$ cat src/rtl/ctrl_pkg.sv
// Shared constants for the multi-cycle RV32I control unit:
// state codes, opcodes, ALU op encoding, select codes, decode helpers.
package ctrl_pkg;

  localparam logic [3:0] S_IF   = 4'd0;
  localparam logic [3:0] S_ID   = 4'd1;
  localparam logic [3:0] S_EX   = 4'd2;
  localparam logic [3:0] S_MEM  = 4'd3;
  localparam logic [3:0] S_WB   = 4'd4;
  localparam logic [3:0] S_HALT = 4'd15;

  localparam logic [6:0] OP_OP     = 7'b0110011;
  localparam logic [6:0] OP_IMM    = 7'b0010011;
  localparam logic [6:0] OP_LOAD   = 7'b0000011;
  localparam logic [6:0] OP_STORE  = 7'b0100011;
  localparam logic [6:0] OP_BRANCH = 7'b1100011;
  localparam logic [6:0] OP_JAL    = 7'b1101111;
  localparam logic [6:0] OP_JALR   = 7'b1100111;
  localparam logic [6:0] OP_LUI    = 7'b0110111;
  localparam logic [6:0] OP_AUIPC  = 7'b0010111;

  typedef enum logic [3:0] {
    ALU_ADD  = 4'd0,
    ALU_SUB  = 4'd1,
    ALU_SLL  = 4'd2,
    ALU_SLT  = 4'd3,
    ALU_SLTU = 4'd4,
    ALU_XOR  = 4'd5,
    ALU_SRL  = 4'd6,
    ALU_SRA  = 4'd7,
    ALU_OR   = 4'd8,
    ALU_AND  = 4'd9
  } alu_op_e;

  localparam logic [1:0] PC_PLUS4 = 2'd0;
  localparam logic [1:0] PC_IMM   = 2'd1;
  localparam logic [1:0] PC_ALU   = 2'd2;

  localparam logic [1:0] WB_ALU = 2'd0;
  localparam logic [1:0] WB_MDR = 2'd1;
  localparam logic [1:0] WB_PC4 = 2'd2;
  localparam logic [1:0] WB_IMM = 2'd3;

  // flags = {Z,N,C,V}; C is the borrow of lhs-rhs
  function automatic logic br_taken(
    input logic [2:0] f3,
    input logic [3:0] flags
  );
    logic z, n, c, v;
    {z, n, c, v} = flags;
    case (f3)
      3'd0:    br_taken = z;
      3'd1:    br_taken = !z;
      3'd4:    br_taken = n ^ v;
      3'd5:    br_taken = !(n ^ v);
      3'd6:    br_taken = c;
      3'd7:    br_taken = !c;
      default: br_taken = 1'b0;
    endcase
  endfunction

  function automatic logic op_known(input logic [6:0] op);
    op_known = op inside {
      OP_OP, OP_IMM, OP_LOAD, OP_STORE, OP_BRANCH,
      OP_JAL, OP_JALR, OP_LUI, OP_AUIPC
    };
  endfunction

endpackage

$ cat src/rtl/mc_alu_dec.sv
// ALU operation decode from opcode/funct3/funct7_5.
// Branches subtract; non-ALU opcodes add (address/pc arithmetic).
module mc_alu_dec
  import ctrl_pkg::*;
(
  input  logic [6:0] opcode,
  input  logic [2:0] funct3,
  input  logic       funct7_5,
  output logic [3:0] alu_op
);

  logic is_op;
  logic is_alu;
  logic is_br;
  logic sub_en;

  assign is_op  = opcode == OP_OP;
  assign is_alu = is_op || (opcode == OP_IMM);
  assign is_br  = opcode == OP_BRANCH;
  // ADDI has no SUB form; funct7_5 only selects SUB on R-type
  assign sub_en = is_op && funct7_5;

  // funct3 table for R/I ALU ops, SUB for compare, ADD otherwise
  always_comb begin
    alu_op = ALU_ADD;
    unique case (1'b1)
      is_br: alu_op = ALU_SUB;
      is_alu: begin
        case (funct3)
          3'd0: alu_op = sub_en ? ALU_SUB : ALU_ADD;
          3'd1: alu_op = ALU_SLL;
          3'd2: alu_op = ALU_SLT;
          3'd3: alu_op = ALU_SLTU;
          3'd4: alu_op = ALU_XOR;
          3'd5: alu_op = funct7_5 ? ALU_SRA : ALU_SRL;
          3'd6: alu_op = ALU_OR;
          3'd7: alu_op = ALU_AND;
          default: alu_op = ALU_ADD;
        endcase
      end
      default: alu_op = ALU_ADD;
    endcase
  end

endmodule

$ cat src/rtl/mc_ctrl_fsm.sv
// Multi-cycle RV32I control FSM: IF/ID/EX/MEM/WB sequencing and strobes.
// Optional CTRL_MEM_WAIT_EN adds dm_ready to stretch the MEM state.
module mc_ctrl_fsm
  import ctrl_pkg::*;
#(
  parameter logic [31:0] RESET_PC = 32'h0000_0000
) (
  input  logic        clk,
  input  logic        rst,
  input  logic [6:0]  opcode,
  input  logic [2:0]  funct3,
  input  logic        funct7_5,
  input  logic [3:0]  alu_flags,
`ifdef CTRL_MEM_WAIT_EN
  input  logic        dm_ready,
`endif
  output logic [3:0]  stat,
  output logic        ir_write,
  output logic        pc_write,
  output logic [1:0]  pc_update_sel,
  output logic [31:0] pc_reset_val,
  output logic        rf_write,
  output logic        dm_write,
  output logic        mdr_write,
  output logic        lhs_sel,
  output logic        rhs_sel,
  output logic [3:0]  alu_op,
  output logic [1:0]  wb_data_sel,
  output logic        halted
);

  logic [3:0] state;
  logic [3:0] state_nxt;
  logic       mem_done;
  logic       legal;
  logic       is_op, is_load, is_store, is_br;
  logic       is_jal, is_jalr, is_lui, is_auipc;
  logic       in_if, in_ex, in_mem, in_wb, in_halt;
  logic [3:0] dec_alu_op;

`ifdef CTRL_MEM_WAIT_EN
  assign mem_done = dm_ready;
`else
  assign mem_done = 1'b1;
`endif

  assign is_op    = opcode == OP_OP;
  assign is_load  = opcode == OP_LOAD;
  assign is_store = opcode == OP_STORE;
  assign is_br    = opcode == OP_BRANCH;
  assign is_jal   = opcode == OP_JAL;
  assign is_jalr  = opcode == OP_JALR;
  assign is_lui   = opcode == OP_LUI;
  assign is_auipc = opcode == OP_AUIPC;

  assign legal = op_known(opcode)
              && !(is_br && funct3[2:1] == 2'b01);

  // State register; reset restarts fetch
  always_ff @(posedge clk) begin
    if (rst) state <= S_IF;
    else     state <= state_nxt;
  end

  // Next-state sequencing per instruction class
  always_comb begin
    state_nxt = state;
    unique case (state)
      S_IF:   state_nxt = S_ID;
      S_ID:   state_nxt = legal ? S_EX : S_HALT;
      S_EX: begin
        if (is_br)                     state_nxt = S_IF;
        else if (is_load || is_store)  state_nxt = S_MEM;
        else                           state_nxt = S_WB;
      end
      S_MEM: begin
        if (!mem_done)    state_nxt = S_MEM;
        else if (is_load) state_nxt = S_WB;
        else              state_nxt = S_IF;
      end
      S_WB:   state_nxt = S_IF;
      S_HALT: state_nxt = S_HALT;
      default: state_nxt = S_IF;
    endcase
  end

  // Reset masks every state-qualified strobe combinationally
  assign in_if   = !rst && state == S_IF;
  assign in_ex   = !rst && state == S_EX;
  assign in_mem  = !rst && state == S_MEM;
  assign in_wb   = !rst && state == S_WB;
  assign in_halt = !rst && state == S_HALT;

  assign stat      = rst ? S_IF : state;
  assign ir_write  = in_if;
  assign rf_write  = in_wb;
  assign dm_write  = in_mem && is_store;
  assign mdr_write = in_mem && is_load;
  assign halted    = in_halt;
  assign pc_write  = in_wb
                  || (in_mem && is_store && mem_done)
                  || (in_ex && is_br);

  assign pc_reset_val = RESET_PC;

  mc_alu_dec u_alu_dec (
    .opcode   (opcode),
    .funct3   (funct3),
    .funct7_5 (funct7_5),
    .alu_op   (dec_alu_op)
  );

  assign alu_op  = rst ? ALU_ADD : dec_alu_op;
  assign lhs_sel = !rst && is_auipc;
  assign rhs_sel = !rst && !(is_op || is_br);

  // PC source: branch target, jump target, or sequential
  always_comb begin
    pc_update_sel = PC_PLUS4;
    if (!rst) begin
      unique case (1'b1)
        is_br:   pc_update_sel = br_taken(funct3, alu_flags)
                               ? PC_IMM : PC_PLUS4;
        is_jal:  pc_update_sel = PC_IMM;
        is_jalr: pc_update_sel = PC_ALU;
        default: pc_update_sel = PC_PLUS4;
      endcase
    end
  end

  // Write-back source by instruction class
  always_comb begin
    wb_data_sel = WB_ALU;
    if (!rst) begin
      unique case (1'b1)
        is_load:          wb_data_sel = WB_MDR;
        is_jal || is_jalr: wb_data_sel = WB_PC4;
        is_lui:           wb_data_sel = WB_IMM;
        default:          wb_data_sel = WB_ALU;
      endcase
    end
  end

endmodule
$ cat config.mk
export PLATFORM = sky130hd
export DESIGN_NAME = mc_ctrl_fsm
export DESIGN_NICKNAME = d
export VERILOG_FILES = /design/src/rtl/ctrl_pkg.sv /design/src/rtl/mc_alu_dec.sv /design/src/rtl/mc_ctrl_fsm.sv
export SDC_FILE = /design/constraint.sdc
export NUM_CORES = 1
export LEC_CHECK = 0
export CORE_MARGIN = 5
export CORE_UTILIZATION = 35
export DETAILED_ROUTE_END_ITERATION = 8
export HOLD_SLACK_MARGIN = 0.1
export PLACE_DENSITY = 0.86
export SYNTH_ARGS = -nofsm -noshare
export SYNTH_HDL_FRONTEND = slang
export SYNTH_HIERARCHICAL = 1
export SYNTH_SLANG_ARGS = --single-unit
$ cat constraint.sdc
create_clock -name clk -period 1.7 [get_ports clk]
set_input_delay 0.255 -clock clk [delete_from_list [all_inputs] [get_ports clk]]
set_output_delay 0.255 -clock clk [all_outputs]
set_load 0.1 [all_outputs]
==> metrics, run 1 <==
Post-synth ARST share=0%; P_leak=0.874 nW; Starting DRT DRC Count=31; Synth Instances=144; Slew Viols, Final=0; initial antenna violation count=0; most common cell after layout, fill and taps aside=buf_4; die area=3860 µm²; Layout Skew=0.00702 ns; clk_lat worst skew=0.23 ns; synthesized area per cell=6.59 µm²; hold path depth=5; H-tree depth=1; Yosys cell types=42; critical path peak fanout=3; Post-synth EDFFs=0; placed cells=234; peak supply drop=0.00126 V; row count=18; Max-slew headroom=63.8%; largest register by flop count=state; Hold-fix buffers, CTS=0; Primary FF master, synth=dfxtp_1; Hold WS=0.571 ns; final instance area=2010 µm²; share of cells above drive strength 1=57.3%; area share of the largest cell type after synthesis=25.3%; Post-Synthesis Cell Area=950 µm²; worst slew pin tran=0.530 ns; DR pass1 iterations=4; CTS clk-pin slew, worst paths=0.04 ns; Startpoint Class=register; max cap viols=0; vias in the first global route=1280; crit end category=output port; failing checks=negative setup slack; min-delay worst type=in2reg; initial core utilization=37.3%; number of CTS-inserted buffers=3; Register-to-Register Path Depth=5; setup violators final=6; Total Wirelength=3870 µm; n_diodes=0; RSZ-0062 raised after global routing=yes; achievable frequency=565 MHz; WL/cell=15.9 µm; top cells by area, synth=buf_4 (25%), dfxtp_1 (8.4%), nor2_1 (6.3%), nor2b_1 (4.6%), nand2_1 (4.0%); max reg flops=4; Final Hold Violating Endpoints=0; Synth area leader=buf_4; min Tclk post-route=1.77 ns; Die X=62.1 µm; Ports=69; gp weighted congestion=0.875; pin count of the biggest net entering global routing=11; HP Start=opcode[0]; biggest regs=state: 4 flops; Die Y=62.1 µm; CTS tree=done; kind of critical path=reg2out; clock sinks=4; DRC violations left=0; synthesized flop and latch total=4; vias=1268; Required @ worst endpoint=1.44 ns; clock tree buffer depth=2; final net count=231; Arrival @ worst endpoint=1.51 ns; clock root cell=clkbuf_4; Seq/Total Area, Yosys=8.43%; Power Total=0.00166 W; Placed Area=1850 µm²; Post-DRT Antenna Nets=0; number of vias per cell=5.22; fillers=158; setup ws final=-0.0694 ns; status=finished, violations left; first-pass GRT wire length=5920 µm; Pwr Density=825 nW/µm²; synthesis-to-finish area growth=112%; Core Box Area=2540 µm²; Reg-to-Reg Start=state[1]$_SDFF_PP0_; yosys warns=6; gr usage total=20.0%; final std cells w/o fill=243; grt total ovfl=0; IO Port Bufs=36; Fin Setup TNS=-0.241 ns; Crit. Startpoint=state[2]$_SDFF_PP0_; most frequent cells in the layout=buf_4 (33), conb_1 (32), buf_12 (20); HPWL Detailed=2700 µm; crit share post-route=104%
==> cells in the mapped netlist, drive strengths merged (2+ instances only) <==
master,number
a21oi,2
nor2b,7
o21ai,8
a31oi,3
buf,33
and2,2
nand3,3
a2111oi,2
nand2b,3
dfxtp,4
nand2,10
nor3,6
or3,4
xor2,2
nor2,16
nand3b,3
nand4b,2
nor4,3
o211ai,2
inv,5
clkbuf,7
==> power by group <==
part	switching, W	internal, W	leakage, nW
clock network	0.0000408	0.0000882	0.0150
registers	0.0000593	0.000136	0.0339
logic	0.000912	0.000425	0.825
==> final timing paths <==
| kind | slack [ns] | endpoint |
|---|---|---|
| setup / recovery | -0.07 | pc_write |
| hold / removal | 0.57 | state[3]$_SDFF_PP0_ |
| setup reg to reg | 0.37 | state[0]$_SDFF_PP0_ |
| hold reg to reg | 0.69 | state[1]$_SDFF_PP0_ |
==> per-layer routing <==
metal | wire [µm] | GRT usage [%] | part of all wire, % | up-vias
met2 | 2120 | 37.4 | 55 | 75
met1 | 1320 | 22.6 | 34 | 598
met3 | 288 | 2.07 | 7.4 | 17
met4 | 146 | 8.18 | 3.8 | 0
met5 | 0 | 0 | 0 | -
li1 | - | - | - | 578
==> area by class of cell <==
cell class	count	area, µm²	share of cell area, %
clock buffers	4	26.3	1.31
inverters	5	18.8	0.932
multi-input cells	126	1000	49.7
flip-flops and latches	4	85.1	4.23
well taps	30	37.5	1.86
repair buffers	74	845	42.0
==> critical path: stages, from the launching register on <==
cell and delay (ns):
dfxtp_4 0.34, or3_4 0.39, nor2_4 0.12, nand2_4 0.08
o21ai_4 0.16, buf_12 0.19
==> cell families after synthesis <==
logic type | share of synthesized area, %
buffers and inverters | 31.2
muxes | 1.05
DFF | 8.43
AOI/OAI and AO/OA | 16.5
other | 0.395
and+or+nand+nor | 39.7
xor gates and xnor gates | 2.77
==> metrics by stage <==
stage	worst slack, ns	util, %
2_1_floorplan	-0.548	-
3_3_place_gp	-0.390	72.5
3_5_place_dp	-0.478	72.5
4_1_cts	-0.0790	76.4
5_1_grt	-0.140	79.1
6_report	-0.0694	79.1
==> what timing repair did <==
item / 4_1_cts / 5_1_grt
setup endpoints to repair: 16 / 12
gates resized for setup: 67 / 24
pin swaps: 13 / 15
buffers inserted: 4 / 2
No activity file was read; power rests on OpenSTA's default activity.
==> inputs of run 2 (changes only) <==
Settings changed: SLEW_MARGIN from default to 20.
==> results of run 2 <==
No change in the layout: final DEF, timing and power equal those of run 1.
==> inputs of run 3 (changes only) <==
Settings changed: CAP_MARGIN from default to 20, CORE_UTILIZATION 35 to 37, PLACE_DENSITY 0.86 to 0.9.
Clock period 1.7 ns to 2.08 ns, I/O delays scaled along.
==> run 3 against run 2 <==
Effect of this change:
- clock skew fell by 0.0026 ns
- cell count is 4.5% lower
- count of clock-buffer cells in the layout down 1
- the run now ends clean
- first-iteration DRC count is 9.7% lower
- combinational power is 26% lower
- clock power fell by 30%
- largest cell class unchanged
- critical endpoint is now pc_update_sel[0]
==> metrics, run 3 (synthesis results as in run 1) <==
Required @ worst endpoint=1.77 ns; crit share post-route=99.8%; RR Endpoint=state[0]$_SDFF_PP0_; Layout Skew=0.00443 ns; placed cells=229; largest register by flop count=state; Hold-fix buffers, CTS=0; achievable frequency=482 MHz; min Tclk post-route=2.08 ns; biggest regs=state: 4 flops; clock root cell=clkbuf_4; reg-to-reg slack, setup=0.81 ns; kind of critical path=in2out; Final Hold Violating Endpoints=0; Pwr Density=679 nW/µm²; initial core utilization=38.3%; DRC violations left=0; n_diodes=0; pin count of the biggest net entering global routing=10; grt total ovfl=0; initial antenna violation count=0; first-pass GRT wire length=4960 µm; HPWL Detailed=2710 µm; clock sinks=4; peak supply drop=0.000831 V; IO Port Bufs=36; Setup Fix Bufs, Post-CTS=0; most common cell after layout, fill and taps aside=conb_1; number of CTS-inserted buffers=3; Arrival @ worst endpoint=1.76 ns; Slew Viols, Final=0; row count=18; Crit. Startpoint=opcode[3]; clk_lat worst skew=0.23 ns; max cap viols=0; DR pass1 iterations=4; CTS tree=done; critical path peak fanout=7; Reg-to-Reg Start=state[0]$_SDFF_PP0_; clock tree buffer depth=2; number of vias per cell=5.09; Register-to-Register Path Depth=5; Starting DRT DRC Count=28; final std cells w/o fill=232; H-tree depth=1; P_leak=0.802 nW; most frequent cells in the layout=conb_1 (32), buf_4 (26), buf_12 (20); synthesis-to-finish area growth=91.3%; WL/cell=14.2 µm; share of cells above drive strength 1=45.0%; Ports=69; gp weighted congestion=0.830; Die X=60.7 µm; max reg flops=4; Post-DRT Antenna Nets=0; vias in the first global route=1150; final net count=221; Die Y=60.7 µm; CTS clk-pin slew, worst paths=0.04 ns; Fin Setup TNS=0 ns; crit end category=output port; Core Box Area=2480 µm²; Power Total=0.00123 W; Startpoint Class=input pin; setup violators final=0; vias=1180; gr usage total=17.4%; status=finished, final reports clean; RSZ-0062 raised after global routing=yes; die area=3680 µm²; min-delay worst type=reg2reg; capture point of the worst path=pc_update_sel[0]; Total Wirelength=3300 µm
==> run 3: through the flow <==
stage          hold slack, ns  cell area (µm²)  util, %  setup slack [ns]
2_1_floorplan           0.514             1220        -            -0.422
3_3_place_gp            0.558             1750     70.6            -0.148
3_5_place_dp            0.577             1750     70.6            -0.239
4_1_cts                 0.598             1800     72.6           0.00361
5_1_grt                 0.632             1820     73.3           -0.0239
6_report                0.601             1820     73.3           0.00327
==> run 3: cell type report <==
type	instances	area, µm²
multi-input combinational	126	895
timing repair buffer	64	762
fill	182	661
sequential	4	81.3
tap	30	37.5
clock buffer	3	22.5
inverter	5	18.8
==> run 3: how the worst min path moves through the flow <==
stage	cells past startpoint	slack, ns	to	startpoint
2_1_floorplan	3	0.51	state[2]$_SDFF_PP0_	rst
3_3_place_gp	3	0.56	state[0]$_SDFF_PP0_	state[1]$_SDFF_PP0_
3_5_place_dp	3	0.58	state[0]$_SDFF_PP0_	state[1]$_SDFF_PP0_
4_1_cts	3	0.60	state[2]$_SDFF_PP0_	state[0]$_SDFF_PP0_
5_1_grt	3	0.63	state[2]$_SDFF_PP0_	state[0]$_SDFF_PP0_
6_report	3	0.60	state[0]$_SDFF_PP0_	state[1]$_SDFF_PP0_
==> run 3: repair_timing <==
item | CTS | global route
pin swaps | 7 | 6
resized for setup | 22 | 12
endpoints found under the setup margin | 10 | 6
==> run 3: report_power, final <==
group / internal [W] / switching [W]
combinational: 0.000290 / 0.000709
sequential: 0.000107 / 0.0000371
clock: 0.0000642 / 0.0000265
==> run 3: layer usage <==
metal	GRT usage [%]	wire length (µm)	part of all wire, %
met1	19.0	1210	37
met2	32.1	1740	53
met3	1.28	212	6.4
met4	11.5	130	3.9
met5	0	0	0
==> run 3: critical path, cell delays in order <==
cell	delay (ns)
dlygate4sd2_1	0.26
buf_6	0.15
nor2_2	0.12
and4_1	0.24
a21oi_2	0.06
a2111oi_4	0.39
buf_12	0.23
